## config.mk

```make
export PLATFORM = sky130hd
export DESIGN_NAME = sram_arbiter
export DESIGN_NICKNAME = d
export VERILOG_FILES = /design/src/rtl/sram_arbiter.sv
export SDC_FILE = /design/constraint.sdc
export NUM_CORES = 1
export LEC_CHECK = 0
export BUFFER_PORTS_ARGS = -buffer_cell sky130_fd_sc_hd__buf_4
export CAP_MARGIN = 20
export CORE_MARGIN = 3
export CORE_UTILIZATION = 48
export DETAILED_ROUTE_END_ITERATION = 10
export PLACE_DENSITY = 0.84
export SLEW_MARGIN = 25
export SYNTH_ARGS = -nofsm -noshare
export SYNTH_HDL_FRONTEND = slang
export SYNTH_SLANG_ARGS = --single-unit
```

## constraint.sdc

```tcl
create_clock -name clk -period 2.1 [get_ports clk]
set_clock_uncertainty 0.05 [all_clocks]
set_input_delay 0 -clock clk [delete_from_list [all_inputs] [get_ports clk]]
set_output_delay 0 -clock clk [all_outputs]
set_load 0.02 [all_outputs]
```

## src/rtl/sram_arbiter.sv

```systemverilog
// Two-port (CPU / DMA) arbiter for an asynchronous byte-wide SRAM.
// Fixed-length IDLE/SETUP/ACCESS/HOLD cycle, CPU priority with a DMA starvation guard.
module sram_arbiter #(
   parameter int unsigned WAIT_CYCLES  = 2,
   parameter int unsigned STARVE_LIMIT = 4
) (
   input  logic        clk,
   input  logic        reset,
   input  logic        cpu_req,
   input  logic        cpu_we,
   input  logic [15:0] cpu_addr,
   input  logic [7:0]  cpu_wdata,
   output logic [7:0]  cpu_rdata,
   output logic        cpu_ack,
   input  logic        dma_req,
   input  logic        dma_we,
   input  logic [15:0] dma_addr,
   input  logic [7:0]  dma_wdata,
   output logic [7:0]  dma_rdata,
   output logic        dma_ack,
   output logic [15:0] ad,
   output logic [7:0]  dio_out,
   output logic        dio_oe,
   input  logic [7:0]  dio_in,
   output logic        ce_n,
   output logic        oe_n,
   output logic        we_n,
   output logic        busy
);

   localparam int unsigned CNT_W = 4;

   typedef enum logic [1:0] {
      IDLE,
      SETUP,
      ACCESS,
      HOLD
   } state_t;

   state_t             state, state_next;
   logic [CNT_W-1:0]   wait_cnt, wait_cnt_next;
   logic [CNT_W-1:0]   starve_cnt, starve_cnt_next;
   logic               owner, owner_next;     // 1 = DMA owns the bus
   logic               lat_we, lat_we_next;
   logic               grant_dma;
   logic               active;

   logic [15:0]        ad_next;
   logic [7:0]         dio_out_next;
   logic [7:0]         cpu_rdata_next, dma_rdata_next;
   logic               dio_oe_next, ce_n_next, oe_n_next, we_n_next;
   logic               cpu_ack_next, dma_ack_next, busy_next;

   // State register
   always_ff @(posedge clk or posedge reset) begin
      if (reset) begin
         state <= IDLE;
      end else begin
         state <= state_next;
      end
   end

   // Next-state, grant and next-output logic; outputs are registered below
   always_comb begin
      state_next      = state;
      wait_cnt_next   = wait_cnt;
      starve_cnt_next = starve_cnt;
      owner_next      = owner;
      lat_we_next     = lat_we;
      ad_next         = ad;
      dio_out_next    = dio_out;
      cpu_rdata_next  = cpu_rdata;
      dma_rdata_next  = dma_rdata;
      grant_dma       = 1'b0;

      case (state)
         IDLE: begin
            if (cpu_req || dma_req) begin
               grant_dma    = dma_req && (!cpu_req || (starve_cnt == CNT_W'(STARVE_LIMIT)));
               state_next   = SETUP;
               owner_next   = grant_dma;
               lat_we_next  = grant_dma ? dma_we    : cpu_we;
               ad_next      = grant_dma ? dma_addr  : cpu_addr;
               dio_out_next = grant_dma ? dma_wdata : cpu_wdata;
               if (grant_dma || !dma_req) begin
                  starve_cnt_next = '0;
               end else begin
                  starve_cnt_next = starve_cnt + CNT_W'(1);
               end
            end
         end
         SETUP: begin
            state_next    = ACCESS;
            wait_cnt_next = CNT_W'(WAIT_CYCLES - 1);
         end
         ACCESS: begin
            if (wait_cnt == '0) begin
               state_next = HOLD;
               // Read data is captured on the edge that ends the last ACCESS cycle
               if (!lat_we) begin
                  if (owner) begin
                     dma_rdata_next = dio_in;
                  end else begin
                     cpu_rdata_next = dio_in;
                  end
               end
            end else begin
               wait_cnt_next = wait_cnt - CNT_W'(1);
            end
         end
         HOLD: begin
            state_next = IDLE;
         end
         default: begin
            state_next = IDLE;
         end
      endcase

      active       = (state_next != IDLE);
      ce_n_next    = !active;
      oe_n_next    = !(active && !lat_we_next);
      we_n_next    = !((state_next == ACCESS) && lat_we_next);
      dio_oe_next  = active && lat_we_next;
      cpu_ack_next = (state_next == HOLD) && !owner_next;
      dma_ack_next = (state_next == HOLD) && owner_next;
      busy_next    = active;
   end

   // Registered datapath and SRAM/handshake outputs
   always_ff @(posedge clk or posedge reset) begin
      if (reset) begin
         wait_cnt   <= '0;
         starve_cnt <= '0;
         owner      <= 1'b0;
         lat_we     <= 1'b0;
         ad         <= '0;
         dio_out    <= '0;
         dio_oe     <= 1'b0;
         ce_n       <= 1'b1;
         oe_n       <= 1'b1;
         we_n       <= 1'b1;
         cpu_rdata  <= '0;
         dma_rdata  <= '0;
         cpu_ack    <= 1'b0;
         dma_ack    <= 1'b0;
         busy       <= 1'b0;
      end else begin
         wait_cnt   <= wait_cnt_next;
         starve_cnt <= starve_cnt_next;
         owner      <= owner_next;
         lat_we     <= lat_we_next;
         ad         <= ad_next;
         dio_out    <= dio_out_next;
         dio_oe     <= dio_oe_next;
         ce_n       <= ce_n_next;
         oe_n       <= oe_n_next;
         we_n       <= we_n_next;
         cpu_rdata  <= cpu_rdata_next;
         dma_rdata  <= dma_rdata_next;
         cpu_ack    <= cpu_ack_next;
         dma_ack    <= dma_ack_next;
         busy       <= busy_next;
      end
   end

endmodule

```

Word level (Yosys, flattened, before mapping)
Index checks and enable logic that the tools add are counted.
{"block": "totals", "register_bits": 59, "input_bits": 62, "output_inout_bits": 47, "word_cells": 64}
{"block": "op_classes", "n_addsub": 2, "n_eq_ne": 7, "n_mux": 13, "bitwise_logic": 2, "n_reduce_logical": 24}
{"operator": "$mux W16", "n": 1}
{"operator": "$eq A2 B2 Y1 const B", "n": 4}
{"operator": "$mux W4", "n": 2}
{"operator": "$mux W8", "n": 1}
{"operator": "$pmux W2 S4", "n": 1}
{"operator": "$pmux W4 S2", "n": 1}
{"operator": "$reduce_and A4 Y1", "n": 2}
{"operator": "$logic_not A1 Y1", "n": 7}
{"operator": "$logic_and A1 B1 Y1", "n": 6}
{"operator": "$mux W1", "n": 5}
{"operator": "$add A4 B1 Y4 const B", "n": 1}
{"operator": "$eq A4 B3 Y1 const B", "n": 1}
{"operator": "$logic_not A4 Y1", "n": 1}
{"operator": "$mux W2", "n": 2}
{"operator": "$reduce_and A2 Y1", "n": 2}
{"operator": "$reduce_bool A2 Y1", "n": 2}
{"operator": "$sub A4 B1 Y4 const B", "n": 1}
{"operator": "$logic_or A1 B1 Y1", "n": 3}
{"operator": "$eq A2 B1 Y1 const B", "n": 1}
{"operator": "$logic_not A2 Y1", "n": 1}
{"operator": "$ne A2 B2 Y1 const B", "n": 1}
{"operator": "$not A1 Y1", "n": 2}

Depth between registers and ports, before layout
{"block": "depth", "depth_word": 9, "depth_mapped": 8, "depth_no_buf": 7}

Worst setup path after synthesis
OpenSTA, ideal clock, no wires.
{"block": "synth_path", "path_kind": "flip-flop to flip-flop", "from": "reg state[0]", "to": "reg dma_rdata[0]", "setup_ns": 0.125, "t_arrival_ns": 1.546, "t_required_ns": 1.925, "path_slack_ns": 0.379, "stages_incl_launch_ff": 6, "n_path_buf": 1, "period_less_slack_ns": 1.721, "cell_sequence": "dfrtp_1 > inv_1 > ha_1 > clkbuf_1 > nand4b_2 > mux2_2"}
{"block": "synth_via", "elab_chain_len": 2}
{"item": "start: declaration", "line": "40", "source": "state_t state, state_next;"}
{"item": "start signal: assignment", "line": "59", "source": "state <= state_next;"}
{"item": "$eq A2 B2 Y1", "line": "76", "source": "case (state)"}
{"item": "$reduce_and A4 Y1 (no source line)"}
{"item": "end signal: assignment", "line": "159", "source": "dma_rdata <= dma_rdata_next;"}
{"item": "end: declaration", "line": "19", "source": "output logic [7:0] dma_rdata,"}
No other way between the ends.
A chain may end at the register's enable or synchronous reset.

Worst setup path in the final report
{"block": "layout_path", "from": "reg starve_cnt[0]", "to": "reg ad[0]"}
{"block": "layout_via", "elab_chain_len": 4}
{"item": "start: declaration", "line": "42", "source": "logic [CNT_W-1:0] starve_cnt, starve_cnt_next;"}
{"item": "start signal: assignment", "line": "149", "source": "starve_cnt <= starve_cnt_next;"}
{"item": "$eq A4 B3 Y1", "line": "79", "source": "grant_dma = dma_req && (!cpu_req || (starve_cnt == CNT_W'(STARVE_LIMIT)));"}
{"item": "$logic_or A1 B1 Y1", "line": "79"}
{"item": "$logic_and A1 B1 Y1", "line": "79"}
{"item": "$mux W16", "line": "83", "source": "ad_next = grant_dma ? dma_addr : cpu_addr;"}
{"item": "end signal: assignment", "line": "152", "source": "ad <= ad_next;"}
{"item": "end: declaration", "line": "21", "source": "output logic [15:0] ad,"}
No other way between the ends.

==> metrics.yaml <==
synthesis:
  ys_async_sr_fraction_pct: 100
  ys_ff_latch: 59
  synthTopCellsByArea: "dfrtp_1, mux2i_1, mux2_2"
  synth-edff-count: 0
  ys_top_cells_by_count: "dfrtp_1, nand2_1, o21ai_0"
  synth_warnings: 0
  syn-instance-count: 231
  synth.most_common_cell: "dfrtp_1"
  yosysSeqAreaShare_pct: 55.6
  synth_top_area_share_pct: 52.7
  syn_area_per_cell_um2: 11.5
  synth_flop_cell: "dfrtp_1"
  mappedNetlistArea_mm2: 0.00266
  syn-num-nets: 301
  synth_top_area_cell: "dfrtp_1"
  ys_types: 38
cells_and_area:
  area_delta_synth_final_pct: 68.0
  final_net_count: 474
  drive_gt1_share_pct: 38.6
  fin_area_mm2: 0.00447
  instances_no_fill: 480
routing:
  initialDrtViolationCount: 149
  first_pass_iters: 4
  avgViaCountPerCell: 5.43
  drt_wl_total_mm: 9.84
  dr_wl_met2_mm: 5.08
  wl_met1_mm: 3.50
  highest_layer: "met4"
  drt_drc_violations_left: 0
  met3WireLength_um: 830
  drtAntennaViolNets: 0
  vias: 2608
  wl_per_cell_um: 20.5
placed_design:
  io_buffers: 108
  place_area_mm2: 0.00359
  dp_hpwl_mm: 4.80
  gp_congestion: 0.807
  dp_cells: 405
  pre_cts_slack_ps: 288
timing:
  tightest_slew_ps: 679
  finalCriticalPeriod_ps: 2210
  finalHoldViolations: 0
  worst_slack_ps: -105
  period_share_pct: 105
  relSlewSlack_pct: 54.7
  setup_viol_count_final: 1
  drv_slew: 0
  whs_ps: 38.1
  max_freq_mhz: 453
  tns_ps: -105
grt:
  antenna_found_initial: 1
  grtUsageTotal_pct: 29.8
  grt_pass1_vias: 2745
  grt_start_max_net_pins: 44
  overflow: 0
  grt_pass1_wl_mm: 14.0
min_path:
  min_path_cells: 4
  min_path_type: "in2reg"
setup_path:
  reg2regPathDepth: 7
  max_stage_delay_ps: 450
  crit_chain: "inv_1 > ha_1 > and3b_1 > o21a_2 > buf_12 > mux2i_1 > o21ai_0"
  critPathKind: "reg2reg"
  required_ps: 2230
  cp_top_family: "compound AO/OA/AOI/OAI gates"
  start_kind: "register"
  cp-end-kind: "register"
  worstPathMaxFanout: 13
  slowest_stage: "o21ai_0"
  path_depth: 7
  critical_path_buf_inv_count: 2
  worstPathArrival_ps: 2340
clocking:
  clock_latency_ps: 340
  htree_levels: 3
  clock-sinks: 59
  post_cts_buffers: 0
  cts_made_buffers: 9
  cts_tree: "done"
  cts-root-buf: "clkbuf_8"
  path_clk_slew_ps: 80
  cts.path.max_buffers: 2
pwr:
  power_density_mw_per_mm2: 1440
  total_leakage_power_nw: 2.14
  ir_drop_v: 0.000757
flow_run:
  max_cap_violations: 0
floorplan:
  rows: 26
  start_util_pct: 50.8
  die_area_mm2: 0.00647
  num_io_pins: 109
  die_w_um: 80.4
  floorplan.core_area_mm2: 0.00524
  die_h_um: 80.4
run_status:
  violations: "setup timing"
  outcome: "finished with violations"
==> registers in the layout (all words and copies together), names as in the netlist <==
register / cells
ad: 16
busy: 1
ce_n: 1
cpu_ack: 1
cpu_rdata: 8
dio_oe: 1
dio_out: 8
dma_ack: 1
dma_rdata: 8
lat_we: 1
oe_n: 1
owner: 1
starve_cnt: 4
state: 2
wait_cnt: 4
we_n: 1
==> kinds of logic after synthesis <==
kind of cell / after synthesis / share of synthesized area, %
AO/OA/AOI/OAI: 45 / 9.92
XOR/XNOR: 1 / 0.329
adder cells (fa/ha/maj): 8 / 3.76
buffers and inverters: 20 / 3.53
flip-flops: 59 / 55.6
multiplexers: 40 / 15.8
AND/OR/NAND/NOR: 58 / 11.0
==> layer usage <==
| layer | up-vias | track usage, % |
|---|---|---|
| met1 | 1263 | 31.7 |
| met3 | 32 | 8.74 |
| met5 | - | 0 |
| met2 | 168 | 52.0 |
| li1 | 1145 | - |
| met4 | 0 | 17.4 |
==> placed cells by master, fill, tap and decap left out, drive strengths merged, types with 4 or more instances in the layout <==
cell         netlist  routed
bufinv             0       4
mux2i             24      24
clkbuf             6      11
nor2               8       8
o21ai             33      33
dfrtp             56      56
inv               11      11
mux2              16      16
nand2             35      35
ha                 8       8
dlygate4sd3        0      57
buf                3     113
==> final timing paths <==
check                                   start       endpoint  slack [ps]
worst max register to register  starve_cnt[0]          ad[0]        -110
worst max-delay path            starve_cnt[0]          ad[0]        -110
worst min-delay path                   cpu_we           oe_n          40
worst min register to register     dio_out[4]     dio_out[4]         450
min in group asynchronous               reset   cpu_rdata[4]         270
max in group asynchronous               reset  starve_cnt[2]        1140
==> layout make-up <==
class / instances / area, um2
Sequential cell: 59 / 1480
Clock inverter: 6 / 136
Fill cell: 244 / 768
Clock buffer: 10 / 138
Antenna cell: 1 / 2.50
Timing Repair Buffer: 171 / 1480
Tap cell: 70 / 87.6
Multi-Input combinational cell: 152 / 1100
Inverter: 11 / 41.3
==> power breakdown <==
group	total, mW	switching (mW)	leakage [nW]	internal [mW]
logic	2.95	1.69	1.28	1.26
clock network	1.44	0.499	0.133	0.943
registers	2.06	0.380	0.720	1.68
total	6.45	2.57	2.14	3.89
==> worst register-to-register path: stages (launching register included) <==
cell and delay (ps):
dfrtp_1 410, inv_1 100, ha_1 240, and3b_1 240, o21a_2 250, buf_12 160, mux2i_1 140, o21ai_0 450
==> through the flow <==
step | util [%] | power, mW
floorplan | - | 3.54
detailed placement | 68.6 | 4.69
global route | 85.3 | 6.75
finish | 85.3 | 6.45
CTS | 84.3 | 6.20
global placement | 68.6 | 4.58
==> timing repair <==
item                                   in CTS  in global routing
endpoints found under the hold margin      68                  1
resized for setup                           0                  3
hold buffers                               55                  2
setup endpoints to repair                   0                  1
No activity file was read; power rests on OpenSTA's default activity.
